File: src/rtl/vga_timing_pkg.sv
`default_nettype none
// ============================================================================
// Module      : vga_timing_pkg
// Description : 640x480@60 Hz timing defaults, phase enum, coordinate type.
// Revision    : 1.0 - initial release
// ============================================================================
package vga_timing_pkg;

    localparam int DEF_H_VISIBLE = 640;
    localparam int DEF_H_FRONT   = 16;
    localparam int DEF_H_SYNC    = 96;
    localparam int DEF_H_BACK    = 48;
    localparam int DEF_V_VISIBLE = 480;
    localparam int DEF_V_FRONT   = 10;
    localparam int DEF_V_SYNC    = 2;
    localparam int DEF_V_BACK    = 33;

    localparam int H_TOTAL = DEF_H_VISIBLE + DEF_H_FRONT + DEF_H_SYNC + DEF_H_BACK;
    localparam int V_TOTAL = DEF_V_VISIBLE + DEF_V_FRONT + DEF_V_SYNC + DEF_V_BACK;

    typedef enum logic [1:0] {
        ACTIVE = 2'd0,
        FRONT  = 2'd1,
        SYNC   = 2'd2,
        BACK   = 2'd3
    } phase_t;

    typedef logic [9:0] coord_t;

endpackage
`default_nettype wire

File: src/rtl/vga_sync_gen_if.sv
`default_nettype none
// ============================================================================
// Module      : vga_sync_gen_if
// Description : Pixel enable in, sync pins and raster position out.
// Revision    : 1.0 - initial release
// ============================================================================
interface vga_sync_gen_if;
    import vga_timing_pkg::*;

    logic   pix_en;
    logic   hsync;
    logic   vsync;
    logic   video_on;
    coord_t hcount;
    coord_t vcount;
    logic   frame_start;

    // The timing generator owns the raster; the consumer supplies the enable.
    modport master (
        input  pix_en,
        output hsync, vsync, video_on, hcount, vcount, frame_start
    );

    modport slave (
        output pix_en,
        input  hsync, vsync, video_on, hcount, vcount, frame_start
    );

endinterface
`default_nettype wire

File: src/rtl/vga_axis_counter.sv
`default_nettype none
// ============================================================================
// Module      : vga_axis_counter
// Description : One raster axis: position counter plus ACTIVE/FRONT/SYNC/BACK
//               phase FSM.
// Revision    : 1.0 - initial release
// ============================================================================
module vga_axis_counter
    import vga_timing_pkg::*;
#(
    parameter int VISIBLE_LEN = 640,
    parameter int FRONT_LEN   = 16,
    parameter int SYNC_LEN    = 96,
    parameter int BACK_LEN    = 48
) (
    input  logic   master,
    input  logic   rst,
    input  logic   inc,
    output coord_t count,
    output phase_t phase,
    output logic   wrap
);

    localparam int     c_total    = VISIBLE_LEN + FRONT_LEN + SYNC_LEN + BACK_LEN;
    localparam coord_t c_last     = coord_t'(c_total - 1);
    localparam coord_t c_front_at = coord_t'(VISIBLE_LEN);
    localparam coord_t c_sync_at  = coord_t'(VISIBLE_LEN + FRONT_LEN);
    localparam coord_t c_back_at  = coord_t'(VISIBLE_LEN + FRONT_LEN + SYNC_LEN);

    coord_t r_count;
    coord_t w_count_nxt;
    phase_t r_phase;
    phase_t w_phase_nxt;

    assign wrap  = (r_count == c_last);
    assign count = r_count;
    // Exposes the phase being entered on this edge so the top can register
    // its sync outputs in lockstep with the count.
    assign phase = w_phase_nxt;

    always_comb begin
        w_count_nxt = r_count;
        w_phase_nxt = r_phase;
        if (inc) begin
            w_count_nxt = wrap ? '0 : r_count + 10'd1;
            case (r_phase)
                ACTIVE:  if (w_count_nxt == c_front_at) w_phase_nxt = FRONT;
                FRONT:   if (w_count_nxt == c_sync_at)  w_phase_nxt = SYNC;
                SYNC:    if (w_count_nxt == c_back_at)  w_phase_nxt = BACK;
                BACK:    if (w_count_nxt == '0)         w_phase_nxt = ACTIVE;
                default: w_phase_nxt = ACTIVE;
            endcase
        end
    end

    always_ff @(posedge master or negedge rst) begin
        if (!rst) begin
            r_count <= '0;
            r_phase <= ACTIVE;
        end else begin
            r_count <= w_count_nxt;
            r_phase <= w_phase_nxt;
        end
    end

endmodule
`default_nettype wire

File: src/rtl/vga_sync_gen.sv
`default_nettype none
// ============================================================================
// Module      : vga_sync_gen
// Description : 640x480@60 Hz raster timing generator driven by a pixel enable.
// Revision    : 1.0 - initial release
// ============================================================================
module vga_sync_gen
    import vga_timing_pkg::*;
#(
    parameter int H_VISIBLE = DEF_H_VISIBLE,
    parameter int H_FRONT   = DEF_H_FRONT,
    parameter int H_SYNC    = DEF_H_SYNC,
    parameter int H_BACK    = DEF_H_BACK,
    parameter int V_VISIBLE = DEF_V_VISIBLE,
    parameter int V_FRONT   = DEF_V_FRONT,
    parameter int V_SYNC    = DEF_V_SYNC,
    parameter int V_BACK    = DEF_V_BACK
) (
    input  logic           master,
    input  logic           rst,
    vga_sync_gen_if.master vga
);

    logic   r_armed;
    logic   w_en;
    logic   w_v_inc;
    coord_t w_hcount;
    coord_t w_vcount;
    phase_t w_h_phase;
    phase_t w_v_phase;
    logic   w_h_wrap;
    logic   w_v_wrap;

    logic   r_hsync;
    logic   r_vsync;
    logic   r_video_on;
    logic   r_frame_start;

    // r_armed blocks a pix_en that lands in the cycle reset is released.
    assign w_en    = vga.pix_en & r_armed;
    assign w_v_inc = w_en & w_h_wrap;

    vga_axis_counter #(
        .VISIBLE_LEN (H_VISIBLE),
        .FRONT_LEN   (H_FRONT),
        .SYNC_LEN    (H_SYNC),
        .BACK_LEN    (H_BACK)
    ) u_h_axis (
        .master (master),
        .rst    (rst),
        .inc    (w_en),
        .count  (w_hcount),
        .phase  (w_h_phase),
        .wrap   (w_h_wrap)
    );

    vga_axis_counter #(
        .VISIBLE_LEN (V_VISIBLE),
        .FRONT_LEN   (V_FRONT),
        .SYNC_LEN    (V_SYNC),
        .BACK_LEN    (V_BACK)
    ) u_v_axis (
        .master (master),
        .rst    (rst),
        .inc    (w_v_inc),
        .count  (w_vcount),
        .phase  (w_v_phase),
        .wrap   (w_v_wrap)
    );

    always_ff @(posedge master or negedge rst) begin
        if (!rst) begin
            r_armed       <= 1'b0;
            r_hsync       <= 1'b1;
            r_vsync       <= 1'b1;
            r_video_on    <= 1'b0;
            r_frame_start <= 1'b0;
        end else begin
            r_armed       <= 1'b1;
            r_frame_start <= w_en & w_h_wrap & w_v_wrap;
            if (w_en) begin
                r_hsync    <= (w_h_phase != SYNC);
                r_vsync    <= (w_v_phase != SYNC);
                r_video_on <= (w_h_phase == ACTIVE) && (w_v_phase == ACTIVE);
            end
        end
    end

    assign vga.hcount      = w_hcount;
    assign vga.vcount      = w_vcount;
    assign vga.hsync       = r_hsync;
    assign vga.vsync       = r_vsync;
    assign vga.video_on    = r_video_on;
    assign vga.frame_start = r_frame_start;

endmodule
`default_nettype wire

File: src/flat_wrapper.sv
// flat-port wrapper written by rule: the top's interface ports become plain ports
module vga_sync_gen_flat import vga_timing_pkg::*;
#(
    parameter int H_VISIBLE = DEF_H_VISIBLE,
    parameter int H_FRONT   = DEF_H_FRONT,
    parameter int H_SYNC    = DEF_H_SYNC,
    parameter int H_BACK    = DEF_H_BACK,
    parameter int V_VISIBLE = DEF_V_VISIBLE,
    parameter int V_FRONT   = DEF_V_FRONT,
    parameter int V_SYNC    = DEF_V_SYNC,
    parameter int V_BACK    = DEF_V_BACK
)
  (master, rst, vga_pix_en, vga_hsync, vga_vsync, vga_video_on, vga_hcount, vga_vcount, vga_frame_start);
  vga_sync_gen_if vga_i ();
  input  logic master;
  input  logic rst;
  input wire logic [$bits(vga_i.pix_en)-1:0] vga_pix_en;
  output wire logic [$bits(vga_i.hsync)-1:0] vga_hsync;
  output wire logic [$bits(vga_i.vsync)-1:0] vga_vsync;
  output wire logic [$bits(vga_i.video_on)-1:0] vga_video_on;
  output wire logic [$bits(vga_i.hcount)-1:0] vga_hcount;
  output wire logic [$bits(vga_i.vcount)-1:0] vga_vcount;
  output wire logic [$bits(vga_i.frame_start)-1:0] vga_frame_start;
  assign vga_i.pix_en = vga_pix_en;
  assign vga_hsync = vga_i.hsync;
  assign vga_vsync = vga_i.vsync;
  assign vga_video_on = vga_i.video_on;
  assign vga_hcount = vga_i.hcount;
  assign vga_vcount = vga_i.vcount;
  assign vga_frame_start = vga_i.frame_start;
  vga_sync_gen #(.H_VISIBLE(H_VISIBLE), .H_FRONT(H_FRONT), .H_SYNC(H_SYNC), .H_BACK(H_BACK), .V_VISIBLE(V_VISIBLE), .V_FRONT(V_FRONT), .V_SYNC(V_SYNC), .V_BACK(V_BACK)) u_core (.master(master), .rst(rst), .vga(vga_i));
endmodule
File: config.mk
export PLATFORM = sky130hd
export DESIGN_NAME = vga_sync_gen_flat
export DESIGN_NICKNAME = d
export VERILOG_FILES = /design/src/rtl/vga_timing_pkg.sv /design/src/rtl/vga_sync_gen_if.sv /design/src/rtl/vga_axis_counter.sv /design/src/rtl/vga_sync_gen.sv /design/src/flat_wrapper.sv
export SDC_FILE = /design/constraint.sdc
export NUM_CORES = 1
export LEC_CHECK = 0
export BUFFER_PORTS_ARGS = -buffer_cell sky130_fd_sc_hd__buf_2
export CELL_PAD_IN_SITES_DETAIL_PLACEMENT = 0
export CELL_PAD_IN_SITES_GLOBAL_PLACEMENT = 1
export CORE_MARGIN = 1.5
export CORE_UTILIZATION = 44
export CTS_CLUSTER_DIAMETER = 200
export DETAILED_ROUTE_END_ITERATION = 8
export MAX_ROUTING_LAYER = met4
export PLACE_DENSITY = 0.87
export SYNTH_ARGS = -nofsm -noshare
export SYNTH_HDL_FRONTEND = slang
export SYNTH_HIERARCHICAL = 1
export SYNTH_SLANG_ARGS = --single-unit
File: constraint.sdc
create_clock -name master -period 3 [get_ports master]
set_input_delay 0.6 -clock master [delete_from_list [all_inputs] [get_ports master]]
set_output_delay 0.6 -clock master [all_outputs]
set_load 0.03 [all_outputs]
==> results of run 1 <==
==> worst max-delay path, stage by stage, from the launching register on <==
cell	delay, ps
dfrtp_1	510
ha_2	380
and3_1	240
nand3_1	110
xor2_1	160
o2111ai_1	130
a2111oi_2	480
o21bai_1	170
nor4_1	290
mux2_4	190
==> timing repair <==
| item | in CTS | in global routing |
|---|---|---|
| endpoints found under the setup margin | 0 | 1 |
| buffers inserted | 0 | 0 |
| gates resized for setup | 0 | 1 |
| endpoints found under the hold margin | 0 | 0 |
==> synth_stat cells, drive strengths merged, types with 2 or more instances <==
cell type  count  area (um2)
nand2         28         108
dfrtp         27         676
o21ai         17        85.1
nand3         16        90.1
buf           14         119
inv           12        45.0
nor2          12        52.6
xnor2          9        78.8
and3           8        53.8
nand4          8        71.3
a21oi          7        38.8
mux2           6        71.3
a31oi          5        31.3
nor3           5        36.3
and2           4        30.0
nor4           4        25.0
clkbuf         3        15.0
ha             3        37.5
nand4b         3        26.3
o22ai          3        18.8
a2111oi        2        30.0
a211oi         2        15.0
a2bb2oi        2        17.5
and4           2        17.5
dfstp          2        52.6
mux2i          2        20.0
nand3b         2        15.0
nor4b          2        38.8
o211ai         2        20.0
o21a           2        15.0
o21bai         2        15.0
o31a           2        17.5
xor2           2        17.5
==> cells by family after synthesis <==
kind of cell               count (synthesis)
AOI/OAI and AO/OA                         57
buffers and inverters                     30
adders and majority gates                  3
muxes                                      8
other                                      1
DFF                                       29
and+or+nand+nor                          100
xor gates and xnor gates                  11
==> final cells by class <==
cell class / instances / area [um2] / area share [%]
inverters: 13 / 50.0 / 2.07
flip-flops and latches: 29 / 728 / 30.2
repair buffers: 38 / 220 / 9.12
multi-input cells: 180 / 1240 / 51.4
clock buffers: 8 / 90.1 / 3.73
well taps: 67 / 83.8 / 3.47
==> per-stage QoR <==
step | std cells | hold slack [ps]
after global placement | 327 | 522
after global routing | 335 | 400
after CTS | 335 | 362
final | 335 | 345
after detailed placement | 327 | 492
after floorplan | 239 | 304
==> routing by layer <==
metal,global-route usage (%),vias up,routed length (um)
li1,-,931,-
met3,4.56,8,168
met1,26.4,882,2290
met2,33.6,42,2400
met4,7.55,0,77
met5,-,-,0
==> path summary, 6_finish.rpt <==
check	to	cells after the start
setup / recovery	u_core/vga.video_on	9
hold / removal	u_core/u_h_axis/count[4]	1
setup reg to reg	u_core/vga.video_on	9
hold reg to reg	u_core/vga.video_on	1
max in group asynchronous	u_core/r_armed	1
min in group master	u_core/vga.video_on	1
==> power by group <==
part / switching [mW] / internal [mW]
registers: 0.0160 / 0.423
logic: 0.269 / 0.150
clock network: 0.143 / 0.187
==> registers in the layout (all words and copies together) (netlist names) <==
name and flops:
u_core/r_armed 1, u_core/vga.vsync 1, u_core/u_h_axis/count 10, u_core/u_v_axis/r_phase 2, u_core/vga.frame_start 1, u_core/u_h_axis/r_phase 2
u_core/vga.video_on 1, u_core/vga.hsync 1, u_core/u_v_axis/count 10
==> results by group, run 1 <==
Layout
  – Most frequent cells in the layout: 27 x dfrtp_1, 27 x nand2_1, 26 x buf_2
  – Area grow syn2layout: 12.2%
  – Nets: 273
  – Cell area after layout: 2410 um2
  – Fillers: 448
  – Core utilization of the finished layout: 51.1%
  – Share of final-layout standard cells stronger than drive strength 1: between 20% and 30%
  – Antenna fix cells: 0

Setup path
  – Req. time, crit path: 3210 ps
  – Category of the worst setup path capture point: register
  – Critical path startpoint category: register
  – RR Startpoint: u_core/u_v_axis/count[1]
  – Source of the critical timing path: u_core/u_v_axis/count[1]
  – Crit Path Category: register to register
  – Worst setup slack for register-to-register paths: 260 ps
  – CP arrival: 2950 ps
  – Crit path max fanout: 12

Placement
  – Cell area after placement: about 2300 um2
  – Final Wtd Congestion: 0.801
  – DPL Wire Length: 3540 um
  – # port buffers: 26
  – Pre-CTS worst setup slack: 222 ps

CTS
  – Number of buffers on the longest clock path: 2
  – TritonCTS Buffers: 5
  – Skew-Pair Late Insertion Delay: 280 ps
  – Total of hold buffers inserted after clock tree synthesis: 0
  – Clock-pin slew of the registers on the worst-case setup and hold paths: 60 ps
  – Cell at the root of the clock tree: clkbuf_8
  – Count of clock tree sinks: 29
  – Clock tree from TritonCTS: built
  – CTS H-tree lvls: 2

Route
  – Via count of the routed design: 1,863
  – Count of TritonRoute iterations in the first routing pass: 4
  – Detail Route Antenna Nets: 0
  – Number of DRC markers in iteration 0: 165
  – Final wirelength: 4940 um
  – Detail-routed via count per cell: between 5 and 6
  – Remaining routing DRC violations: 0
  – Routed length per instance: ~15 um

Synth
  – Mux share of post-synthesis cell area: under 10%
  – Average cell area after synthesis: 9.00 um2
  – Number of library cell types mapped by synthesis: slightly below 70
  – Most frequently used flop master after synthesis: dfrtp_1
  – Fraction of the yosys area taken by sequential cells: 33.9%
  – Post-synthesis compound-gate area fraction: 18.5%
  – Syn_nets: 245
  – Number of enable flip-flop cells after synthesis: 0
  – Post-Synth XOR/XNOR Area: 4.48%
  – Number of warnings issued by yosys: 6
  – Number of synthesized register bits: 29
  – Synth Instances: 239
  – Arithmetic-cell share of the synthesized area counting full adders, half adders and majority gates: roughly 1.7%
  – Combinational family with the most area after synthesis: simple AND/OR/NAND/NOR gates
  – Share of synthesized flip-flops with an asynchronous set or reset: 100%
  – Post-synthesis cell area: 2150 um2
  – Simple-gate portion of the synthesized area: 28.4%

GRT
  – Remaining global-route overflow: 0
  – Wire length of the first global-routing pass: 8500 um
  – Maximum number of pins on one net before global-route repair: 30
  – Via count of the first global-routing pass: 1,835
  – GRT Total Usage: 21.1%
  – Initial antenna violation count: 0

STA
  – Setup ws final: 264 ps
  – RSZ-0062 raised after global routing: no
  – Hold Violations, Final: 0
  – Setup TNS: 0 ps
  – Minimum clock period: 2740 ps
  – Post-route clock skew: ~11 ps
  – Number of slew-limit violations in the final report: 0
  – Crit share post-route: 91.2%
  – Maximum operating frequency: 0.366 GHz
  – Measured slew at the worst slew-check pin: 650 ps
  – Total of endpoints with negative setup slack in the final report: 0
  – Worst slew margin relative to its limit: 56.6%

Power
  – Maximum vdd drop: around 0.00044 V
  – Power density over cell area: 492 nW/um2
  – Cell leakage power: 1.06 nW
  – Post-layout total power: 1.19 mW

Floorplanning
  – Die Y: between 70 and 80 um
  – I/O pins: 27
  – Floorplan core area: 4720 um2
  – Count of standard-cell rows: 25
  – Horizontal extent of the die: about 73 um
  – Initial standard-cell utilization of the core: 45.5%
  – Area of the die: 5320 um2

Status
  – Status: complete, no violations

Run
  – Count of maximum capacitance violations: 0

Worst hold path
  – Path category of the worst min-delay check: primary input to async pin
(Power assumes the default switching activity.)
==> inputs of run 2 (changes only) <==
- PLACE_DENSITY: 0.87 -> 0.88
- SYNTH_HIERARCHICAL: 1 -> unset
==> run 2 against run 1 <==
Against the previous run:
- area after synthesis shrank 4.2%
- highest routed layer unchanged
- the flow now finishes with violations (design-rule violations)
- utilization rose by 0.083 points
- hold slack gained 5.0 ps
- clock power down 5%
- first-iteration DRC count increased by 28%
- non-clock buffer count shrank 4
- sequential cell count unchanged
- largest power group unchanged
==> results by group, run 2 <==
STA
  – RSZ-0062 raised after global routing: no
  – Setup TNS: 0 ps
  – Worst hold slack: 350 ps
  – Maximum operating frequency: 0.368 GHz
  – Number of slew-limit violations in the final report: 0
  – Post-route clock skew: 8.49 ps
  – Measured slew at the worst slew-check pin: 664 ps
  – Worst slew margin relative to its limit: a little under three fifths
  – Crit share post-route: 90.5%
  – Total of endpoints with negative setup slack in the final report: 0
  – Minimum clock period: 2710 ps
  – Hold Violations, Final: 0

Synth
  – Number of library cell types mapped by synthesis: 64
  – Post-synthesis cell area: 2060 um2
  – Synth Instances: 230
  – Biggest area consumer among synthesized cells: dfrtp_1
  – Number of synthesized register bits: 29
  – Share of Yosys cell area claimed by the top area cell type: 32.8%
  – Number of enable flip-flop cells after synthesis: 0
  – Share of synthesized flip-flops with an asynchronous set or reset: 100%
  – Average cell area after synthesis: 8.96 um2
  – Fraction of the yosys area taken by sequential cells: 35.3%
  – Count leader, synth: nand2_1
  – Most frequent cells after synthesis: 31 x nand2_1, 27 x dfrtp_1, 14 x o21ai_0
  – Number of warnings issued by yosys: 0
  – Most frequently used flop master after synthesis: dfrtp_1
  – Syn_nets: 236
  – Top area cells in the synthesized netlist: dfrtp_1 33%, nand2_1 5.6%, xnor2_1 4.3%

CTS
  – Clock-pin slew of the registers on the worst-case setup and hold paths: 70 ps
  – CTS H-tree lvls: 2
  – Number of buffers on the longest clock path: 2
  – Number of gates given a new drive strength after cts: 0
  – TritonCTS Buffers: 5
  – Total setup buffers inserted after CTS: 0
  – Total of hold buffers inserted after clock tree synthesis: 0
  – Cell at the root of the clock tree: clkbuf_8
  – Clock tree from TritonCTS: built
  – Count of clock tree sinks: 29
  – Skew-Pair Late Insertion Delay: 280 ps

Layout
  – Most frequent standard cell in the layout excluding fill and tap cells: nand2_1
  – Area grow syn2layout: 10.4%
  – Share of final-layout standard cells stronger than drive strength 1: approximately 23%
  – Core utilization of the finished layout: 51.2%
  – Fillers: 412
  – Area of all sequential standard cells: 728 um2
  – Antenna fix cells: 0
  – Nets: between 200 and 300
  – Most frequent cells in the layout: 31 x nand2_1, 27 x dfrtp_1, 26 x buf_2
  – Area used by multi-input combinational logic: 1180 um2
  – Cell area after layout: 2270 um2

Worst hold path
  – Path category of the worst min-delay check: primary input to async pin

Route
  – Via count of the routed design: 1,801
  – Detail-routed via count per cell: 5.87
  – Number of DRC markers in iteration 0: 212
  – Detail Route Antenna Nets: 0
  – Routed length per instance: around 16 um
  – Final wirelength: slightly below 5000 um
  – Remaining routing DRC violations: 2
  – Count of TritonRoute iterations in the first routing pass: 7

Power
  – Cell leakage power: 0.991 nW
  – Post-layout total power: 1.07 mW
  – Maximum vdd drop: ~0.00020 V
  – Power density over cell area: 469 nW/um2

GRT
  – Remaining global-route overflow: 0
  – Via count of the first global-routing pass: between 1,500 and 2,000
  – Maximum number of pins on one net before global-route repair: 30
  – Initial antenna violation count: 0
  – Wire length of the first global-routing pass: roughly 8000 um
  – GRT Total Usage: 20.7%

Setup path
  – Slowest library cell on the worst path: or4_1
  – Number of buffers and inverters on the critical path: 0
  – Category of the worst setup path capture point: register
  – Worst-path cell chain: ha_1 -> and4_4 -> a2111oi_2 -> a21oi_1 -> or4_1 -> a31oi_1 -> o211ai_1 -> o41ai_2
  – Req. time, crit path: 3170 ps
  – Delay of the slowest critical-path stage: about 530 ps
  – Source of the critical timing path: u_core.u_h_axis.count[0]
  – CP arrival: 2890 ps
  – Crit Path Category: register to register
  – Critical path startpoint category: register
  – Cell class contributing the biggest share of worst-path delay: compound AO/OA/AOI/OAI gates
  – Crit path max fanout: 7
  – RR Startpoint: u_core.u_h_axis.count[0]

Placement
  – # port buffers: 26
  – Final Wtd Congestion: around 0.89
  – Cell area after placement: 2190 um2
  – DPL Wire Length: 3490 um

Floorplanning
  – Horizontal extent of the die: 71.4 um
  – Floorplan core area: roughly 4400 um2
  – I/O pins: 27
  – Count of standard-cell rows: 24
  – Die Y: 71.4 um
  – Area of the die: between 5000 and 6000 um2
  – Initial standard-cell utilization of the core: between 40% and 50%

Status
  – Failing checks: design-rule violations
  – Status: finished with violations

Run
  – Count of maximum capacitance violations: 0
-- run 2: final cells by class --
class	instances	area share, %
Timing Repair Buffer	34	8.36
Multi-Input combinational cell	178	52.0
Inverter	6	0.990
Sequential cell	29	32.0
Tap cell	52	2.86
Clock inverter	3	0.770
Clock buffer	5	3.03
-- run 2: metal layers --
metal  up-vias  part of all wire [%]  GRT usage [%]
met5         -                     0              -
met4         0                  0.46           5.56
met3         2                   5.1           4.50
met2        55                    45           29.0
met1       842                    49           30.2
li1        902                     -              -
-- run 2: path summary, 6_finish.rpt --
path | endpoint | slack [ps] | cells after the start
setup / recovery | u_core.vga.video_on | 290 | 8
hold / removal | u_core.vga.frame_start | 350 | 1
setup reg to reg | u_core.vga.video_on | 290 | 8
hold reg to reg | u_core.vga.video_on | 480 | 2
max in group asynchronous | u_core.u_v_axis.r_phase[1] | 2210 | 1
min in group master | u_core.vga.video_on | 480 | 2
-- run 2: cells by family (layout without fill, tap and decap cells) --
kind of cell / count (synthesis) / in the layout / synth area share (%)
AOI/OAI and AO/OA: 54 / 54 / 20.3
xor gates and xnor gates: 17 / 17 / 7.23
adders and majority gates: 3 / 3 / 1.82
buffers and inverters: 23 / 48 / 7.29
DFF: 29 / 29 / 35.3
muxes: 1 / 1 / 0.486
other: 1 / 1 / 0.182
and+or+nand+nor: 102 / 102 / 27.3
-- run 2: worst register-to-register path, cell delays in order, from the launching register on --
cell and delay, ps:
dfrtp_1 440, ha_1 280, and4_4 220, a2111oi_2 360, a21oi_1 90, or4_1 530
a31oi_1 180, o211ai_1 180, o41ai_2 330
-- run 2: power by group --
part | leakage [nW] | total (mW) | internal, mW | switching (mW)
clock | 0.0439 | 0.315 | 0.160 | 0.156
sequential | 0.381 | 0.494 | 0.422 | 0.0716
combinational | 0.566 | 0.257 | 0.0899 | 0.167
-- run 2: metrics by stage --
stage,instances,setup WS [ps]
after detailed placement,299,291
after floorplan,230,317
after global placement,299,368
after global routing,307,72.2
after CTS,307,264
final,307,286
